### src/rtl/rv32_pkg.sv
// Shared RV32 decode types: immediate format enum, opcodes,
// and the decoded entry stored in the instruction buffer.
package rv32_pkg;

    typedef enum logic [2:0] {
        NONE = 3'd0,
        I    = 3'd1,
        S    = 3'd2,
        SB   = 3'd3,
        UJ   = 3'd4,
        U    = 3'd5
    } inst_t;

    localparam logic [6:0] OP_IMM    = 7'b0010011;
    localparam logic [6:0] OP_LOAD   = 7'b0000011;
    localparam logic [6:0] OP_JALR   = 7'b1100111;
    localparam logic [6:0] OP_STORE  = 7'b0100011;
    localparam logic [6:0] OP_BRANCH = 7'b1100011;
    localparam logic [6:0] OP_JAL    = 7'b1101111;
    localparam logic [6:0] OP_LUI    = 7'b0110111;
    localparam logic [6:0] OP_AUIPC  = 7'b0010111;
    localparam logic [6:0] OP_REG    = 7'b0110011;

    typedef struct packed {
        logic [31:0] imm;
        inst_t       typ;
        logic        illegal;
    } entry_t;

endpackage

### src/rtl/imm_extract.sv
// Combinational opcode classification and immediate extraction.
// Register-register ops are legal but carry no immediate.
module imm_extract
    import rv32_pkg::*;
(
    input  logic [31:0] inst,
    output entry_t      dec
);

    logic [6:0] opc;

    assign opc = inst[6:0];

    always_comb begin
        dec = '0;
        unique case (opc)
            OP_IMM, OP_LOAD, OP_JALR: begin
                dec.typ = I;
                dec.imm = {{20{inst[31]}}, inst[31:20]};
            end
            OP_STORE: begin
                dec.typ = S;
                dec.imm = {{20{inst[31]}}, inst[31:25], inst[11:7]};
            end
            OP_BRANCH: begin
                dec.typ = SB;
                dec.imm = {{21{inst[31]}}, inst[7], inst[30:25], inst[11:8]};
            end
            OP_JAL: begin
                dec.typ = UJ;
                dec.imm = {{12{inst[31]}}, inst[19:12], inst[20], inst[31:21]};
            end
            OP_LUI, OP_AUIPC: begin
                dec.typ = U;
                dec.imm = {inst[31:12], 12'd0};
            end
            OP_REG: begin
                dec.typ = NONE;
            end
            default: begin
                dec.illegal = 1'b1;
            end
        endcase
    end

endmodule

### src/rtl/imm_decode_ctrl.sv
// Two-entry decoded-immediate buffer with valid/ready handshakes,
// flush, and saturating emit / illegal-emit counters.
module imm_decode_ctrl
    import rv32_pkg::*;
#(
    parameter int CNT_W = 16
)
(
    input  logic             clk,
    input  logic             rst,
    input  logic             inst_valid_i,
    input  logic [31:0]      inst_i,
    output logic             inst_ready_o,
    input  logic             flush_i,
    input  logic             out_ready_i,
    output logic             out_valid_o,
    output logic [31:0]      imm_o,
    output logic [2:0]       type_o,
    output logic             illegal_o,
    output logic [CNT_W-1:0] decoded_cnt_o,
    output logic [CNT_W-1:0] illegal_cnt_o
);

    typedef enum logic [1:0] {
        EMPTY = 2'd0,
        ONE   = 2'd1,
        FULL  = 2'd2
    } state_t;

    state_t           state_q;
    state_t           state_d;
    entry_t           buf_q [2];
    entry_t           dec;
    logic             ready_q;
    logic             accept;
    logic             emit;
    logic [CNT_W-1:0] dcnt_q;
    logic [CNT_W-1:0] icnt_q;

    imm_extract u_ext (
        .inst (inst_i),
        .dec  (dec)
    );

    assign accept = inst_valid_i & ready_q;
    assign emit   = (state_q != EMPTY) & out_ready_i;

    always_ff @(posedge clk or posedge rst) begin
        if (rst) state_q <= EMPTY;
        else     state_q <= state_d;
    end

    always_comb begin
        state_d = state_q;
        if (flush_i) begin
            state_d = EMPTY;
        end else begin
            unique case (state_q)
                EMPTY: if (accept) state_d = ONE;
                ONE: begin
                    if (accept && !emit)      state_d = FULL;
                    else if (emit && !accept) state_d = EMPTY;
                end
                FULL: if (emit) state_d = ONE;
                default: state_d = EMPTY;
            endcase
        end
    end

    // Ready is registered from the next state, so it tracks state != FULL
    // and stays low during reset until the first clock edge.
    always_ff @(posedge clk or posedge rst) begin
        if (rst) ready_q <= 1'b0;
        else     ready_q <= (state_d != FULL);
    end

    // Entry 0 is always the head; entry 1 shifts down on a FULL emit.
    always_ff @(posedge clk or posedge rst) begin
        if (rst) begin
            buf_q[0] <= '0;
            buf_q[1] <= '0;
        end else if (flush_i) begin
            buf_q[0] <= '0;
            buf_q[1] <= '0;
        end else begin
            unique case (state_q)
                EMPTY: if (accept) buf_q[0] <= dec;
                ONE: begin
                    if (accept && emit) buf_q[0] <= dec;
                    else if (accept)    buf_q[1] <= dec;
                    else if (emit)      buf_q[0] <= '0;
                end
                FULL: begin
                    if (emit) begin
                        buf_q[0] <= buf_q[1];
                        buf_q[1] <= '0;
                    end
                end
                default: ;
            endcase
        end
    end

    always_ff @(posedge clk or posedge rst) begin
        if (rst) begin
            dcnt_q <= '0;
            icnt_q <= '0;
        end else if (emit && !flush_i) begin
            if (dcnt_q != '1) dcnt_q <= dcnt_q + 1'b1;
            if (buf_q[0].illegal && icnt_q != '1) icnt_q <= icnt_q + 1'b1;
        end
    end

    always_comb begin
        out_valid_o = (state_q != EMPTY);
        imm_o       = '0;
        type_o      = '0;
        illegal_o   = 1'b0;
        if (out_valid_o) begin
            imm_o     = buf_q[0].imm;
            type_o    = buf_q[0].typ;
            illegal_o = buf_q[0].illegal;
        end
    end

    assign inst_ready_o  = ready_q;
    assign decoded_cnt_o = dcnt_q;
    assign illegal_cnt_o = icnt_q;

endmodule

### config.mk
export PLATFORM = sky130hd
export DESIGN_NAME = imm_decode_ctrl
export DESIGN_NICKNAME = d
export VERILOG_FILES = /design/src/rtl/rv32_pkg.sv /design/src/rtl/imm_extract.sv /design/src/rtl/imm_decode_ctrl.sv
export SDC_FILE = /design/constraint.sdc
export NUM_CORES = 1
export LEC_CHECK = 0
export CAP_MARGIN = 20
export CORE_UTILIZATION = 35
export DETAILED_ROUTE_END_ITERATION = 16
export PLACE_DENSITY_LB_ADDON = 0.15
export SKIP_CTS_REPAIR_TIMING = 1
export SLEW_MARGIN = 20
export SYNTH_ARGS = -nofsm -noshare
export SYNTH_HDL_FRONTEND = slang
export SYNTH_SLANG_ARGS = --single-unit
export TNS_END_PERCENT = 10
### constraint.sdc
create_clock -name clk -period 8.5 [get_ports clk]
set_clock_uncertainty 0.2 [all_clocks]
set_input_delay 1.7 -clock clk [delete_from_list [all_inputs] [get_ports clk]]
set_output_delay 1.7 -clock clk [all_outputs]
set_load 0.005 [all_outputs]
==> results of run 1 <==
-- kinds of logic after synthesis --
kind of cell             Yosys count
AND/OR/NAND/NOR                  205
AO/OA/AOI/OAI                    171
flip-flops                       107
buffers and inverters             50
XOR/XNOR                          27
multiplexers                       6
adder cells (fa/ha/maj)            6
-- how the worst max path moves through the flow --
stage / startpoint / end / cells after the start
final: flush_i / buf_q[45] / 5
after global routing: flush_i / buf_q[47] / 5
after CTS: flush_i / buf_q[45] / 5
after detailed placement: flush_i / buf_q[45] / 5
after global placement: flush_i / buf_q[46] / 5
after floorplan: rst / buf_q[0] / 1
-- where the power goes --
group          internal, uW  leakage, uW  switching [uW]
clock network           244     0.000153             190
registers               528      0.00147            24.2
logic                  79.3      0.00155             113
-- critical path, cell delays in order --
cell,delay (ns)
clkdlybuf4s50_1,1.22
inv_1,0.37
nand3_1,0.78
nor3_1,0.10
a221o_1,0.29
-- flip-flops by register name (all words and copies together), names as in the netlist --
register,count
buf_q,72
decoded_cnt_o,16
illegal_cnt_o,16
state_q,2
inst_ready_o,1
-- metal layers --
| layer | vias to the layer above | routed length [um] | GRT usage, % |
|---|---|---|---|
| li1 | 2267 | - | - |
| met1 | 2386 | 7010 | 26.3 |
| met5 | - | 0 | 0 |
| met3 | 15 | 705 | 3.01 |
| met2 | 129 | 7210 | 30.5 |
| met4 | 0 | 234 | 7.13 |
-- final cells by class --
class / instances / area (sq um)
multi-input cells: 415 / 2770
well taps: 216 / 270
flip-flops and latches: 107 / 2680
inverters: 12 / 47.5
clock buffers: 12 / 256
repair buffers: 112 / 1110
fillers: 1506 / 8660
clock inverters: 4 / 48.8
-- cell usage in the layout (no fill, tap or decap), types with 3 or more instances in the layout --
cell / netlist / routed
dfrtp_1: 107 / 107
clkdlybuf4s50_1: 0 / 106
a21oi_1: 54 / 54
nand2_1: 48 / 48
nor2b_1: 37 / 37
nand3_1: 23 / 23
a22o_1: 21 / 21
nor3_1: 21 / 21
and3_1: 19 / 19
nor2_1: 17 / 17
a21o_1: 17 / 17
o22ai_1: 17 / 17
o2bb2ai_1: 16 / 16
xnor2_1: 15 / 15
xor2_1: 12 / 12
inv_1: 12 / 11
clkbuf_16: 0 / 9
o21ai_0: 7 / 7
a22oi_1: 7 / 7
nand4_1: 6 / 6
ha_1: 6 / 6
buf_4: 2 / 6
a222oi_1: 5 / 5
a221o_1: 5 / 5
or3_1: 4 / 4
and2_1: 4 / 3
mux2_2: 3 / 3
nand3b_1: 3 / 3
nor3_2: 3 / 3
and4_1: 3 / 3
-- stage by stage --
stage	std cells	hold WS (ns)
floorplan	572	0.231
global placement	862	0.250
detailed placement	862	0.258
CTS	878	0.274
global route	878	0.289
finish	878	0.279
==> impl_results.md, run 1 <==
* Crit. End Element: register
* HPWL Detailed at 10.4 mm
* Tot GR Track Use at 19.1%
* Final worst-path setup slack at 4.07 ns
* Ports at 107
* Combinational family with the most area after synthesis: compound AO/OA/AOI/OAI gates
* Largest cells by area after synthesis: dfrtp_1, a21oi_1, nor2b_1, a22o_1, nand2_1
* Max-Cap Viols at 0
* Vias in the first global route at 4708
* TritonRoute pass-1 iters at 6
* Synth Area in XOR/XNOR at 4.18%
* Final Hold Viols at 0
* GP Congestion at 0.874
* Finish-stage setup viols at 0
* Placed inst area at 0.00687 sq mm
* Wirelength per Cell at 17.3 um
* Tmin final at 4.43 ns
* Main synth FF type: dfrtp_1
* Die Span Y at 129 um
* Setup CP Type: input port to register
* Total core area at 0.0158 sq mm
* Remaining antenna violation count after routing at 0
* Final net count at 700
* EDFF count, synth at 0
* Port bufs at 106
* Routed WL at 15.2 mm
* WHS Endpoint: buf_q[71]
* Syn Nets at 615
* Cell variety after synth at 63
* Post-synthesis simple-gate area fraction at 20.4%
* First-pass GRT wire length at 24.7 mm
* Share of cells above drive strength 1 at 6.65%
* Worst-path fanout max at 24
* Initial Utilization at 35.8%
* Setup TNS at 0 ns
* Cells after synthesis at 572
* Syn Area/Cell at 9.89 sq um
* Post-synthesis adder-cell area fraction at 1.33%
* RSZ-0062 raised after global routing: no
* Critical Path RT at 8.53 ns
* Worst-path clk slew at 0.07 ns
* Worst-margin pin slew at 1.13 ns
* Worst setup SP type: input port
* DRT iter0 DRCs at 326
* Leak at 0.00318 uW
* Status: finished, final reports clean
* Worst EP arrival at 4.47 ns
* Ant diodes at 0
* Reg2Reg Capture Point: buf_q[49]
* Largest net degree at the start of global routing at 58
* FF+latch count, synth at 107
* Cell Rows at 46
* # DRC at 0
* Ys Warns at 0
* Commonest cells in the netlist: dfrtp_1, a21oi_1, nand2_1
* Flop-to-flop setup slack at 5.09 ns
* Synth async-reset ratio at 100%
* Max-slew violations at 0
* Hold Path Stages at 2
* Mux share of post-synthesis cell area at 1.15%
* FF-to-FF Start: state_q[1]
* CTS tree: built
* CTS sink count at 107
* Worst Hold Class: register to register
* Sequential area share after synthesis at 47.3%
* Dpl ws at 3.68 ns
* Total power at 1180 uW
* Yosys top cell area share at 47.3%
* Fin area at 0.00717 sq mm
* Fmax at 226 MHz
* Compound-Gate Fraction of Synth Area at 21.8%
* Worst slew margin at 24.7%
* Max Root-Sink Buffers at 2
* Die Area at 0.0167 sq mm
* Max VDD drop at 0.0995 mV
* Vias per cell at 5.46
* Vias at 4797
* Grt ovf at 0
* Most frequent cell after synthesis: dfrtp_1
* Layout area overhead at 26.7%
* Hold Startpoint: buf_q[71]
* Skew-Pair Late Insertion Delay at 0.35 ns
* H-tree levels at 3
* Initial antenna violation count at 0
* Period utilization at 52.2%
* Synth Cell Area at 0.00566 sq mm
* PwrDens at 164 mW/mm^2
* Die width at 129 um
* R2R depth at 9
* Cts bufs inserted at 9
* Util after Layout at 45.3%
* Top cell type by total area after synthesis: dfrtp_1
* Clk root buf: clkbuf_16
Power figures use the tool's default switching activity.
==> run 2, diff against run 1 <==
==> constraint.sdc (replaced) <==
create_clock -name clk -period 4.42 [get_ports clk]
set_clock_uncertainty 0.2 [all_clocks]
set_input_delay 0.884 -clock clk [delete_from_list [all_inputs] [get_ports clk]]
set_output_delay 0.884 -clock clk [all_outputs]
set_load 0.005 [all_outputs]
==> impl_results.md, run 2 (synthesized netlist as in run 1, its figures left out) <==
* Status: finished, final reports clean
* Total power at 2300 uW (+95%)
* Routed WL at 15.4 mm (+1.8%)
* Cell Rows at 46 (unchanged)
* Worst setup SP type: input port
* Final Hold Viols at 0 (unchanged)
* Final net count at 706 (+0.86%)
* Worst-path fanout max at 22 (-8.3%)
* GP Congestion at 0.857 (-1.9%)
* Max-slew violations at 0 (unchanged)
* Share of cells above drive strength 1 at 7.19% (+0.54 points)
* Port bufs at 106 (unchanged)
* Crit. End Element: register
* Initial Utilization at 35.8% (unchanged)
* Largest net degree at the start of global routing at 67 (+16%)
* Max VDD drop at 0.203 mV (+100%)
* H-tree levels at 3 (unchanged)
* Hold Startpoint: buf_q[71]
* Clk root buf: clkbuf_16
* Wirelength per Cell at 17.5 um (+1.1%)
* Max Root-Sink Buffers at 2 (unchanged)
* Period utilization at 72.8%
* Switch Pwr at 628 uW (+92%)
* Die Span Y at 129 um (unchanged)
* # DRC at 0 (unchanged)
* Worst setup path startpoint: inst_i[2]
* TritonRoute pass-1 iters at 6 (unchanged)
* Setup TNS at 0 ns (unchanged)
* Worst-path clk slew at 0.07 ns (about the same)
* DRT iter0 DRCs at 274 (-16%)
* Skew-Pair Late Insertion Delay at 0.35 ns (about the same)
* First-pass GRT wire length at 24.7 mm (-0.11%)
* Most frequent cells in the layout: dfrtp_1, clkdlybuf4s50_1, a21oi_1, nand2_1, nor2b_1
* Die width at 129 um (unchanged)
* Setup CP Type: input port to register
* Tot GR Track Use at 19.1% (about the same)
* CTS tree: built
* Max-Cap Viols at 0 (unchanged)
* Ant diodes at 0 (unchanged)
* Most common cell after layout, fill and taps aside: dfrtp_1
* Layout area overhead at 27.8%
* HPWL Detailed at 10.7 mm (+3.2%)
* Vias in the first global route at 4724 (+0.34%)
* Leak at 0.00320 uW (+0.91%)
* CTS sink count at 107 (unchanged)
* Internal power at 1670 uW (+96%)
* RSZ-0062 raised after global routing: no
* Tmin final at 3.22 ns
* Cts bufs inserted at 9 (unchanged)
* PwrDens at 318 mW/mm^2 (+93%)
* Finish-stage setup viols at 0 (unchanged)
* Grt ovf at 0 (unchanged)
* Clock network fraction of total power at 37.2% (+0.3 points)
* Sequential power share at 46.2% (-0.6 points)
* Remaining antenna violation count after routing at 0 (unchanged)
* Vias at 4851 (+1.1%)
* FF-to-FF Start: state_q[0]
* Total core area at 0.0158 sq mm (unchanged)
* Worst-margin pin slew at 0.995 ns (-0.130 ns)
* Worst Hold Class: register to register
* Initial antenna violation count at 0 (unchanged)
* Vias per cell at 5.49 (+0.44%)
* Switch share at 27.3% (-0.42 points)
* Ports at 107 (unchanged)
* Max reg flops at 72 (unchanged)
* Worst slew margin at 33.5% (+8.7 points)
* Most flop-heavy register: buf_q
* Fmax at 311 MHz
* Die Area at 0.0167 sq mm (unchanged)
* Worst EP arrival at 3.26 ns (-1.21 ns)
* Critical Path RT at 4.46 ns (-4.07 ns)
* Comb pwr share at 16.6% (+0.3 points)
==> run 2: metrics by stage <==
stage               hold WS (ns)  util [%]  setup slack (ns)  instance area [sq um]  cells
floorplan                  0.231         -             0.519                   5660    572
global placement           0.245      43.7             0.925                   6920    868
detailed placement         0.265      43.7             0.872                   6920    868
CTS                        0.280      45.7              1.23                   7230    884
global route               0.289      45.7              1.02                   7230    884
finish                     0.267      45.7              1.20                   7230    884
==> run 2: routing by layer <==
layer	wire (um)	track usage, %	vias to the layer above	share of wire, %
met4	274	6.51	0	1.8
li1	-	-	2284	-
met5	0	0	-	0
met2	7180	30.2	128	47
met1	7300	26.4	2422	47
met3	689	3.47	17	4.5
==> run 2: final cells by class <==
class                           count  area, sq um
Clock buffer                       11          233
Clock inverter                      5         77.6
Fill cell                        1525         8590
Inverter                           12         47.5
Multi-Input combinational cell    415         2760
Sequential cell                   107         2680
Tap cell                          216          270
Timing Repair Buffer              118         1160
==> run 2: final timing paths <==
check	end	slack, ns	cells past startpoint
max	buf_q[69]	1.20	6
max in group asynchronous	buf_q[6]	2.43	3
min in group asynchronous	decoded_cnt_o[10]	0.88	2
min reg2reg	buf_q[71]	0.27	2
max reg2reg	buf_q[14]	1.31	7
min	buf_q[71]	0.27	2
==> run 2: critical path: stages <==
cell             delay (ns)
clkdlybuf4s50_1        0.63
and2_1                 0.33
and3_4                 0.22
o31ai_4                0.76
nand3_1                0.18
a22o_1                 0.25
==> run 2: power groups by stage <==
| stage | clock network (uW) | registers [uW] | logic [uW] |
|---|---|---|---|
| 2_1_floorplan | 0 | 1070 | 210 |
| 3_3_place_gp | 0 | 1080 | 378 |
| 3_5_place_dp | 0 | 1080 | 385 |
| 4_1_cts | 875 | 1060 | 386 |
| 5_1_grt | 919 | 1070 | 422 |
| 6_report | 854 | 1060 | 382 |
